==> src/rtl/threat_monitor_pkg.sv <==
// ============================================================================
// Module   : threat_monitor_pkg
// Purpose  : State encoding, level codes and default constants for the
//            threat monitor.
// Revision : 1.0
// ============================================================================
`default_nettype none

package threat_monitor_pkg;

    typedef enum logic [1:0] {
        ST_IDLE   = 2'd0,
        ST_GREEN  = 2'd1,
        ST_YELLOW = 2'd2,
        ST_RED    = 2'd3
    } state_t;

    localparam logic [1:0] c_LVL_IDLE   = 2'd0;
    localparam logic [1:0] c_LVL_GREEN  = 2'd1;
    localparam logic [1:0] c_LVL_YELLOW = 2'd2;
    localparam logic [1:0] c_LVL_RED    = 2'd3;

    localparam logic [7:0] c_YELLOW_TH_DEF = 8'd96;
    localparam logic [7:0] c_RED_TH_DEF    = 8'd192;
    localparam int         c_DEBOUNCE_DEF  = 3;
    localparam int         c_RED_HOLD_DEF  = 16;
    localparam int         c_STALE_TO_DEF  = 32;
    localparam logic [7:0] c_HYST_DEF      = 8'd8;

endpackage

`default_nettype wire

==> src/rtl/threat_classifier.sv <==
// ============================================================================
// Module   : threat_classifier
// Purpose  : Combinational score-to-class mapping. Hysteresis is compiled in
//            when THREAT_MON_HYST_EN is defined.
// Revision : 1.0
// ============================================================================
`default_nettype none

module threat_classifier
    import threat_monitor_pkg::*;
#(
    parameter logic [7:0] YELLOW_TH = c_YELLOW_TH_DEF,
    parameter logic [7:0] RED_TH    = c_RED_TH_DEF,
    parameter logic [7:0] HYST      = c_HYST_DEF
) (
    input  logic [7:0] i_score,
    input  state_t     i_state,
    output state_t     o_cls
);

    logic [7:0] w_red_th;
    logic [7:0] w_yel_th;

`ifdef THREAT_MON_HYST_EN
    // Leaving a higher state requires the score to drop below the lowered threshold.
    always_comb begin
        w_red_th = RED_TH;
        w_yel_th = YELLOW_TH;
        if (i_state == ST_RED) begin
            w_red_th = RED_TH - HYST;
        end
        if (i_state == ST_RED || i_state == ST_YELLOW) begin
            w_yel_th = YELLOW_TH - HYST;
        end
    end
`else
    logic w_unused_hyst;
    assign w_unused_hyst = ^{i_state, HYST};
    assign w_red_th      = RED_TH;
    assign w_yel_th      = YELLOW_TH;
`endif

    always_comb begin
        o_cls = ST_GREEN;
        if (i_score >= w_red_th) begin
            o_cls = ST_RED;
        end else if (i_score >= w_yel_th) begin
            o_cls = ST_YELLOW;
        end
    end

endmodule

`default_nettype wire

==> src/rtl/threat_monitor.sv <==
// ============================================================================
// Module   : threat_monitor
// Purpose  : Debounced GREEN/YELLOW/RED threat state machine with RED hold,
//            stale-data timeout and saturating RED entry counter.
//            Optional hysteresis: define THREAT_MON_HYST_EN.
// Revision : 1.0
// ============================================================================
`default_nettype none

module threat_monitor
    import threat_monitor_pkg::*;
#(
    parameter logic [7:0] YELLOW_TH = c_YELLOW_TH_DEF,
    parameter logic [7:0] RED_TH    = c_RED_TH_DEF,
    parameter int         DEBOUNCE  = c_DEBOUNCE_DEF,
    parameter int         RED_HOLD  = c_RED_HOLD_DEF,
    parameter int         STALE_TO  = c_STALE_TO_DEF,
    parameter logic [7:0] HYST      = c_HYST_DEF
) (
    input  logic       clock,
    input  logic       reset_n,
    input  logic       sensor_valid,
    input  logic [7:0] sensor_level,
    output logic       green,
    output logic       yellow,
    output logic       red,
    output logic [1:0] level,
    output logic [7:0] red_events
);

    localparam int                c_HOLD_W    = (RED_HOLD > 1) ? $clog2(RED_HOLD) : 1;
    localparam int                c_STALE_W   = $clog2(STALE_TO + 1);
    localparam logic [c_HOLD_W-1:0]  c_HOLD_LOAD = c_HOLD_W'(RED_HOLD - 1);
    localparam logic [c_STALE_W-1:0] c_STALE_MAX = c_STALE_W'(STALE_TO);
    localparam logic [3:0]        c_DEB       = 4'(DEBOUNCE);

    state_t               r_state, w_state_nx;
    state_t               r_cand,  w_cand_nx;
    state_t               w_cls;
    logic [3:0]           r_stab,  w_stab_nx;
    logic [c_HOLD_W-1:0]  r_hold,  w_hold_nx;
    logic [c_STALE_W-1:0] r_stale, w_stale_nx;
    logic                 r_pend,  w_pend_nx;
    logic [7:0]           r_events, w_events_nx;
    logic                 w_stable;
    logic                 w_req;
    logic                 r_green, r_yellow, r_red;
    logic [1:0]           r_level;

    threat_classifier #(
        .YELLOW_TH (YELLOW_TH),
        .RED_TH    (RED_TH),
        .HYST      (HYST)
    ) u_classifier (
        .i_score (sensor_level),
        .i_state (r_state),
        .o_cls   (w_cls)
    );

    always_comb begin
        w_state_nx  = r_state;
        w_cand_nx   = r_cand;
        w_stab_nx   = r_stab;
        w_hold_nx   = r_hold;
        w_stale_nx  = r_stale;
        w_pend_nx   = 1'b0;
        w_events_nx = r_events;

        if (sensor_valid) begin
            if (w_cls != r_cand) begin
                w_cand_nx = w_cls;
                w_stab_nx = 4'd1;
            end else if (r_stab != 4'hF) begin
                w_stab_nx = r_stab + 4'd1;
            end
        end

        // A pending request survives idle cycles as long as the candidate stays stable.
        w_stable = (w_stab_nx >= c_DEB) && (w_cand_nx != r_state);
        w_req    = w_stable && (sensor_valid || r_pend);

        if (r_hold != '0) begin
            w_hold_nx = r_hold - 1'b1;
        end

        if (w_req) begin
            if (r_state == ST_RED && r_hold != '0) begin
                w_pend_nx = 1'b1;
            end else begin
                w_state_nx = w_cand_nx;
            end
        end

        if (r_state != ST_GREEN || sensor_valid) begin
            w_stale_nx = '0;
        end else if (c_STALE_W'(r_stale + 1'b1) == c_STALE_MAX) begin
            w_stale_nx = '0;
            w_state_nx = ST_YELLOW;
        end else begin
            w_stale_nx = r_stale + 1'b1;
        end

        if (w_state_nx == ST_RED && r_state != ST_RED) begin
            w_hold_nx = c_HOLD_LOAD;
            if (r_events != 8'hFF) begin
                w_events_nx = r_events + 8'd1;
            end
        end
    end

    always_ff @(posedge clock) begin
        if (!reset_n) begin
            r_state  <= ST_IDLE;
            r_cand   <= ST_IDLE;
            r_stab   <= '0;
            r_hold   <= '0;
            r_stale  <= '0;
            r_pend   <= 1'b0;
            r_events <= '0;
            r_green  <= 1'b0;
            r_yellow <= 1'b0;
            r_red    <= 1'b0;
            r_level  <= c_LVL_IDLE;
        end else begin
            r_state  <= w_state_nx;
            r_cand   <= w_cand_nx;
            r_stab   <= w_stab_nx;
            r_hold   <= w_hold_nx;
            r_stale  <= w_stale_nx;
            r_pend   <= w_pend_nx;
            r_events <= w_events_nx;
            r_green  <= (w_state_nx == ST_GREEN);
            r_yellow <= (w_state_nx == ST_YELLOW);
            r_red    <= (w_state_nx == ST_RED);
            r_level  <= w_state_nx;
        end
    end

    assign green      = r_green;
    assign yellow     = r_yellow;
    assign red        = r_red;
    assign level      = r_level;
    assign red_events = r_events;

endmodule

`default_nettype wire

==> config.mk <==
export PLATFORM = sky130hd
export DESIGN_NAME = threat_monitor
export DESIGN_NICKNAME = d
export VERILOG_FILES = /design/src/rtl/threat_monitor_pkg.sv /design/src/rtl/threat_classifier.sv /design/src/rtl/threat_monitor.sv
export SDC_FILE = /design/constraint.sdc
export NUM_CORES = 1
export LEC_CHECK = 0
export CAP_MARGIN = 40
export CORE_MARGIN = 2
export CORE_UTILIZATION = 33
export CTS_CLUSTER_DIAMETER = 120
export DETAILED_ROUTE_END_ITERATION = 6
export PLACE_DENSITY = 0.55
export SETUP_SLACK_MARGIN = 0.15
export SLEW_MARGIN = 20
export SYNTH_ARGS = -nofsm -noshare
export SYNTH_HDL_FRONTEND = slang
export SYNTH_SLANG_ARGS = --single-unit
export TNS_END_PERCENT = 5
==> constraint.sdc <==
create_clock -name clock -period 2.5 [get_ports clock]
set_clock_uncertainty 0.15 [all_clocks]
set_input_delay 0.375 -clock clock [delete_from_list [all_inputs] [get_ports clock]]
set_output_delay 0.375 -clock clock [all_outputs]
set_load 0.01 [all_outputs]
# --- Word level (Yosys, flattened, before mapping) ---
# Index checks and enable logic that the tools add are counted.
word_totals:
  output_inout_bits: 13
  ramBits: 0
  input_bits: 11
  latchBits: 0
  mem_bits_ro: 0
  word_cells: 54
  mem_count: 0
  reg_bits: 30
op_classes:
  bitwise: 1
  n_div: 0
  n_reduce_logical: 11
  addsub: 4
  magnitude_cmp: 3
  n_shift: 0
  mux: 14
  mul: 0
  eq_ne: 11
ops:
  columns: ["cell", "n"]
  rows:
  - ["4-bit two-way mux", 5]
  - ["2-bit two-way mux", 8]
  - ["8-bit by 1-bit adder with 8-bit output, second input constant", 1]
  - ["8-bit by 7-bit >= comparator with 1-bit output, second input constant", 1]
  - ["8-bit >= comparator, second input constant", 1]
  - ["8-bit inequality test, second input constant", 1]
  - ["6-bit by 1-bit adder with 6-bit output, second input constant", 1]
  - ["2-bit == test, second input constant", 3]
  - ["6-bit == test, second input constant", 1]
  - ["4-bit by 1-bit adder with 4-bit output, second input constant", 1]
  - ["4-bit by 2-bit >= comparator with 1-bit output, second input constant", 1]
  - ["1-bit logical AND", 4]
  - ["2-bit inequality test", 2]
  - ["4-bit inequality test, second input constant", 1]
  - ["2-bit AND reduction", 2]
  - ["4-bit nonzero test", 1]
  - ["4-bit by 1-bit subtractor with 4-bit output, second input constant", 1]
  - ["3-bit OR reduction", 1]
  - ["2-bit by 1-bit == test with 1-bit output, second input constant", 1]
  - ["1-bit logical OR", 2]
  - ["2-bit by 1-bit inequality test with 1-bit output, second input constant", 1]
  - ["2-bit inequality test, second input constant", 1]
  - ["2-bit nonzero test", 1]
  - ["1-bit two-way mux", 1]
  - ["1-bit inverter", 1]

# --- Logic depth before layout (Yosys ltp) ---
# Gate-level depths: netlist (run 1).
depth:
  depth_word: 15
  depth_mapped: 9
  depth_no_buf: 7

# --- By module ---
# A second synthesis (run 1) with hierarchy kept.
unflattened:
  hier_cells: 183
  hier_area_um2: 1610.3
modules_own_cells:
  columns: ["mod", "n_inst", "area_each_um2", "cells_per_inst", "seq_area_each_um2"]
  rows:
  - ["threat_monitor", 1, 1589.0, 180, 600.6]
  - ["threat_classifier", 1, 21.3, 3, 0.0]

# --- Least setup slack after synthesis (run 1) ---
# No wires, ideal clock.
synth_timing:
  path_type: "reg-to-reg"
  from: "reg r_stab[0]"
  to: "reg r_events[5], in the netlist red_events[5]"
  setup_slack_ns: 0.270
  path_stages_with_launch: 9
  arrival_time_ns: 2.009
  setup_ns: 0.071
  t_required_ns: 2.279
  n_path_buf: 1
  synth_period_minus_slack_ns: 2.230
  path_cell_list: "dfxtp_1 > ha_1 > a21oi_1 > o21ba_2 > o221ai_1 > a211o_1 > buf_6 > or4_1 > a21oi_1"
synth_via:
  elab_chain_cells: 13
  word_cells_on_any_way: 14
  cone_classes: "add/sub: 1; order compare: 1; eq/ne: 2; mux: 6; reduce/logical: 4"
synth_rtl:
  columns: ["element", "line", "source"]
  rows:
  - ["from (decl)", "threat_monitor.sv:40", "logic [3:0] r_stab, w_stab_nx;"]
  - ["from (signal assigned)", "threat_monitor.sv:127", "r_stab <= w_stab_nx;"]
  - ["4-bit by 1-bit adder with 4-bit output or 4-bit inequality test (tied branches)", "threat_monitor.sv:74, threat_monitor.sv:73", null]
  - ["4-bit two-way mux", "threat_monitor.sv:73", "end else if (r_stab != 4'hF) begin"]
  - ["4-bit two-way mux", "threat_monitor.sv:70", "if (w_cls != r_cand) begin"]
  - ["4-bit two-way mux *", "threat_monitor.sv:69", "if (sensor_valid) begin"]
  - ["4-bit by 2-bit >= comparator with 1-bit output *", "threat_monitor.sv:79", "w_stable = (w_stab_nx >= c_DEB) && (w_cand_nx != r_state);"]
  - ["1-bit logical AND *", "threat_monitor.sv:79", null]
  - ["1-bit logical AND *", "threat_monitor.sv:80", "w_req = w_stable && (sensor_valid || r_pend);"]
  - ["2-bit two-way mux *", "threat_monitor.sv:86", "if (w_req) begin"]
  - ["2-bit two-way mux", "threat_monitor.sv:96", "end else if (c_STALE_W'(r_stale + 1'b1) == c_STALE_MAX) begin"]
  - ["2-bit two-way mux *", "threat_monitor.sv:94", "if (r_state != ST_GREEN || sensor_valid) begin"]
  - ["2-bit == test *", "threat_monitor.sv:103", "if (w_state_nx == ST_RED && r_state != ST_RED) begin"]
  - ["1-bit logical AND *", "threat_monitor.sv:103", null]
  - ["2-bit AND reduction (no line) *", null, null]
  - ["to (signal assigned)", "threat_monitor.sv:131", "r_events <= w_events_nx;"]
  - ["to (decl)", "threat_monitor.sv:44", "logic [7:0] r_events, w_events_nx;"]
# Mark *: on every way between the ends. The rest lies on a longest branch, timed or not.
# A chain may end at the register's enable or synchronous reset.

# --- Worst setup path after layout (run 1) ---
# Ends and elaborated chain as after synthesis.

==> results of run 1 <==
[cell usage in the layout, fill, tap and decap left out, drive strengths merged, types with 3 or more instances in the layout]
master         instances
ha                     4
xor2                   4
a211o                  3
a21oi                 15
nor3                   3
inv                    7
nor3b                  4
nor2                  14
o31ai                  3
nand3                  8
clkbuf                 5
dlygate4sd2            3
xnor2                  3
nand2                 10
clkdlybuf4s50         14
dfxtp                 30
o21ai                  5
buf                   15
a211oi                 5
or4                    6
and2                   3
[cells by family (layout without fill, tap and decap cells)]
group | count (synthesis) | in the layout
AO/OA/AOI/OAI | 50 | 51
flip-flops | 30 | 30
AND/OR/NAND/NOR | 63 | 63
multiplexers | 3 | 3
XOR/XNOR | 7 | 7
adder cells (fa/ha/maj) | 4 | 4
buffers and inverters | 13 | 48
[critical path, stage by stage, from the launching register on]
cell      delay [ns]
dfxtp_2         0.37
ha_4            0.15
a21oi_1         0.08
o21ba_2         0.27
o221ai_4        0.13
a211o_4         0.40
or4_1           0.51
a21oi_1         0.14
[what timing repair did]
action | in CTS | in global routing
endpoints found under the hold margin | 0 | 0
gates resized for setup | 14 | 12
gates cloned | 1 | 0
pin swaps | 5 | 4
hold buffers | 0 | 0
setup endpoints to repair | 12 | 8
[layer usage]
layer / GRT usage [%] / wire length (um)
met1: 17.1 / 1600
met2: 23.6 / 1630
met3: 4.50 / 181
met4: 5.87 / 53
met5: 0 / 0
[power by group through the flow]
stage / clock [mW] / sequential, mW / combinational (mW)
detailed placement: 0 / 0.538 / 0.204
finish: 0.477 / 0.528 / 0.210
global placement: 0 / 0.535 / 0.193
global route: 0.517 / 0.532 / 0.236
CTS: 0.493 / 0.527 / 0.209
floorplan: 0 / 0.533 / 0.159
[registers in the layout, summed over array words and instances (netlist names)]
name / count
green: 1
level: 2
r_cand: 2
r_hold: 4
r_pend: 1
r_stab: 4
r_stale: 6
red: 1
red_events: 8
yellow: 1
[per-stage QoR]
step	area (sq um)	hold slack, ns
after floorplan	1510	0.280
after global placement	1830	0.336
after detailed placement	1830	0.346
after CTS	1980	0.360
after global routing	2030	0.386
final	2030	0.363
[how the worst min path moves through the flow]
stage,start,end,cells past startpoint
after floorplan,r_stale[0],r_stale[0],1
after global placement,red_events[6],red_events[6],1
after detailed placement,red_events[6],red_events[6],1
after CTS,red_events[6],red_events[6],1
after global routing,red_events[5],red_events[5],2
final,r_stab[0],r_stab[0],2
[cell type report]
cell class | count | area (sq um) | share of cell area, %
Clock buffer | 5 | 68.8 | 3.39
Multi-Input combinational cell | 128 | 936 | 46.1
Clock inverter | 3 | 40.0 | 1.97
Sequential cell | 30 | 603 | 29.7
Timing Repair Buffer | 33 | 292 | 14.4
Inverter | 7 | 26.3 | 1.29
Tap cell | 52 | 65.1 | 3.20
==> run_results.csv, run 1 <==
group,metric,value,unit
yosys,synthCells,170,
yosys,yosysUniqueCellTypes,45,
sta,worst_slack,0.233,ns
routing,post_drt_via_cell_ratio,5.48,
global_routing,antenna_found_initial,0,
placed_design,gp_congestion,0.885,
worst_hold_path,hold_class,"flip-flop to flip-flop",
floorplanning,start_util,34.4,%
yosys,synth_edf_count,0,
power_and_ir_drop,swShare,25.0,%
critical_path,startpoint_type,"flip-flop",
yosys,syn_area,1510,sq um
sta,min_period,2.27,ns
yosys,syn_avg_cell_area,8.87,sq um
sta,hold_violations,0,
yosys,synthTopCellsByCount,"dfxtp_1 (30), a21oi_1 (15), nor2_1 (14)",
sta,grt_setup_unrepaired,"true",
critical_path,setup.worst_path.start,"r_stab[0]",
global_routing,globalRouteOverflowTotal,0,
power_and_ir_drop,power_density,598,nW/um^2
routing,drtIter0Drc,66,
routing,wl_per_cell,13.4,um
critical_path,reg2reg_slack,0.23,ns
placed_design,portBuffers,18,
yosys,synthMostInstantiatedCell,"dfxtp_1",
yosys,synth_top_cell_area_share,39.8,%
global_routing,grtUsageTotal,14.3,%
power_and_ir_drop,power,1.21,mW
yosys,synth_fa_ha_area_share,3.32,%
clock_tree,clock_path_buffers,2,
power_and_ir_drop,p_sw,0.303,mW
routing,first_pass_iters,4,
yosys,synth_ff_type,"dfxtp_1",
yosys,synth_top_family_by_area,"compound AO/OA/AOI/OAI gates",
yosys,synth.net_count,185,
job,drv_cap,0,
critical_path,timing.rr.start,"r_stab[0]",
status,outcome,"completed",
finish,n_antenna_cell,0,
finish,final_nets,220,
clock_tree,cts_htree_levels,2,
sta,maxSlewViolCount,0,
yosys,synth-xor-area-share,4.07,%
finish,area_growth,34.7,%
finish,drive_above_1_share,23.8,%
floorplanning,die_x,71.6,um
power_and_ir_drop,p_clk_share,39.3,%
global_routing,grt_max_degree,13,
floorplanning,dieArea,5130,sq um
clock_tree,cts_tree,"yes",
finish,fillers,421,
floorplanning,die_h,71.6,um
floorplanning,core,4380,sq um
placed_design,dp.cells,249,
critical_path,critical_path_class,"flip-flop to flip-flop",
yosys,async_flop_share,0,%
power_and_ir_drop,seq_power_share,43.5,%
critical_path,crit_required,2.57,ns
clock_tree,clock_latency,0.28,ns
sta,setup_tns,0,ns
yosys,synth_compound_area_share,23.4,%
power_and_ir_drop,vdd_drop_max,0.272,mV
critical_path,cp_max_fo,8,
routing,wl,3470,um
routing,drtAntennaViolNets,0,
finish,final_util,46.3,%
floorplanning,num_rows,24,
sta,relSlewSlack,53.8,%
sta,max_freq,0.441,GHz
critical_path,arrival,2.33,ns
critical_path,r2r-end,"red_events[5]",
finish,fin_cells,258,
floorplanning,pin_count,24,
clock_tree,path_clk_slew,0.06,ns
sta,max_slew.worst_pin.slew,0.683,ns
yosys,yosys_warnings,0,
yosys,yosysTopAreaCell,"dfxtp_1",
routing,num_vias,1413,
sta,fin_crit_sh,90.7,%
global_routing,grt_pass1_wl,5750,um
placed_design,hpwl,2340,um
routing,drt_drc_violations_left,0,
yosys,yosysSeqAreaShare,39.8,%
critical_path,reg2reg_depth,7,
clock_tree,postCtsSetupBuffers,0,
power_and_ir_drop,leakagePower,0.746,nW
critical_path,endpoint_kind,"flip-flop",
yosys,synthSimpleGateAreaFrac,22.9,%
clock_tree,root_buffer,"clkbuf_8",
clock_tree,cts_buffers,5,
critical_path,crit_end,"red_events[5]",
yosys,synth_area_leaders,"dfxtp_1 (40%), a21oi_1 (5.0%), nor2_1 (3.5%)",
yosys,synth_seq_cells,30,
sta,finalSetupViolations,0,
power_and_ir_drop,comb_power_share,17.2,%
yosys,synthMuxAreaShare,2.16,%
global_routing,grt_pass1_vias,1290,
clock_tree,clock_sinks,30,
placed_design,dp_slack,-0.396,ns
power_and_ir_drop,power.internal,0.911,mW
No activity file was read; power rests on OpenSTA's default activity.
==> inputs of run 2 (changes only) <==
clock period = 2.9 ns   (was 2.5 ns; I/O delays follow)
==> run_results.csv, run 2 (synthesis gave the netlist of run 1 again) <==
group,metric,value,unit
global_routing,grt_use_met1,15.2,%
critical_path,critical_path_class,"input port to flip-flop",
clock_tree,clock_latency,0.29,ns
critical_path,crit_required,2.91,ns
power_and_ir_drop,power_density,524,nW/um^2
finish,fin_cells,252,
global_routing,busiest_layer,"met2",
finish,fillers,427,
sta,hold_violations,0,
power_and_ir_drop,vdd_drop_max,0.203,mV
placed_design,hpwl,2310,um
critical_path,arrival,2.64,ns
finish,final_nets,214,
global_routing,grtUsageMet2,23.4,%
clock_tree,clock_sinks,30,
floorplanning,core,4380,sq um
finish,largest_register_ffs,8,
floorplanning,die_x,71.6,um
clock_tree,root_buffer,"clkbuf_8",
sta,fin_crit_sh,90.5,%
sta,setup_tns,0,ns
routing,drtAntennaViolNets,0,
clock_tree,hold_buffers,0,
job,drv_cap,0,
worst_hold_path,min_path_cells,1,
global_routing,grt_pass1_wl,5450,um
global_routing,grt_max_degree,24,
placed_design,dp.cells,244,
clock_tree,cts_htree_levels,2,
finish,multi_input_area,843,sq um
floorplanning,num_rows,24,
global_routing,met3_usage,4.36,%
finish,final_util,43.0,%
clock_tree,cts_buffers,5,
power_and_ir_drop,power,0.988,mW
routing,first_pass_iters,4,
routing,drt_drc_violations_left,0,
routing,drtIter0Drc,51,
clock_tree,path_clk_slew,0.07,ns
global_routing,grtUsageTotal,13.7,%
floorplanning,start_util,34.4,%
finish,mostFrequentLayoutCell,"dfxtp_1",
global_routing,grt_pass1_vias,1269,
floorplanning,dieArea,5130,sq um
finish,seqCellArea,601,sq um
routing,num_vias,1368,
routing,wl,3270,um
finish,area_growth,25.1,%
power_and_ir_drop,leakagePower,0.675,nW
sta,relSlewSlack,52.1,%
placed_design,portBuffers,18,
global_routing,antenna_found_initial,0,
sta,max_freq,0.381,GHz
sta,maxSlewViolCount,0,
worst_hold_path,hold_class,"flip-flop to flip-flop",
floorplanning,pin_count,24,
floorplanning,die_h,71.6,um
critical_path,startpoint_type,"input port",
status,outcome,"completed",
routing,post_drt_via_cell_ratio,5.43,
global_routing,globalRouteOverflowTotal,0,
critical_path,cp_max_fo,5,
critical_path,endpoint_kind,"flip-flop",
finish,n_antenna_cell,0,
placed_design,gp_congestion,0.859,
critical_path,reg2reg_depth,8,
sta,min_period,2.62,ns
placed_design,dp_slack,-0.0911,ns
clock_tree,clock_path_buffers,2,
sta,max_slew.worst_pin.slew,0.718,ns
sta,finalSetupViolations,0,
finish,layout_common_cells,"dfxtp_1 (30), clkdlybuf4s50_1 (18), a21oi_1 (15), nor2_1 (14)",
finish,drive_above_1_share,14.5,%
routing,wl_per_cell,13.0,um
sta,worst_slack,0.276,ns
sta,grt_setup_unrepaired,"false",
clock_tree,cts_tree,"yes",
[run 2: cell types whose count changed in the layout (fill, tap and decap cells not counted), sizes merged]
cell,delta
dlymetal6s2s,-1
clkinvlp,+1
clkdlybuf4s50,+4
clkinv,-1
clkbuf,+1
buf,-5
bufinv,-1
a211o,-1
dlygate4sd2,-3
[run 2: timing repair]
item | 4_1_cts | 5_1_grt
buffers inserted | 0 | 0
gates resized for setup | 0 | 1
setup endpoints to repair | 0 | 8
hold endpoints to repair | 0 | 0
[run 2: area by class of cell]
type / instances / share of cell area [%]
multi-input cells: 127 / 44.7
well taps: 52 / 3.45
repair buffers: 28 / 13.5
flip-flops and latches: 30 / 31.9
inverters: 7 / 1.39
clock buffers: 6 / 4.38
clock inverters: 2 / 0.664
[run 2: worst max-delay path, cell delays in order]
cell and delay (ns):
clkdlybuf4s50_1 0.53, a21bo_2 0.24, o221a_2 0.25, o221ai_1 0.23, buf_4 0.16, and2_1 0.21, mux2i_1 0.15, a2111oi_0 0.42
[run 2: worst paths after layout]
| check | endpoint | startpoint | slack [ns] |
|---|---|---|---|
| max | red | sensor_level[6] | 0.28 |
| max reg2reg | red_events[6] | r_stale[0] | 0.47 |
| min reg2reg | r_stale[0] | r_stale[0] | 0.32 |
| min | r_stale[0] | r_stale[0] | 0.32 |
[run 2: power by group]
group          total [mW]  switching, mW  internal, mW
logic               0.179         0.0833        0.0958
clock network       0.354          0.163         0.190
registers           0.455         0.0172         0.437
total               0.988          0.264         0.724
[run 2: per-layer routing]
layer | routed length [um] | vias up | share of wire, %
li1 | - | 693 | -
met1 | 1480 | 637 | 45
met2 | 1580 | 30 | 48
met3 | 138 | 8 | 4.2
met4 | 76 | 0 | 2.3
met5 | 0 | - | 0
[run 2: through the flow]
step	instance area (sq um)	hold WS, ns
6_report	1890	0.324
4_1_cts	1880	0.332
3_5_place_dp	1790	0.317
3_3_place_gp	1790	0.295
5_1_grt	1890	0.372
2_1_floorplan	1510	0.280
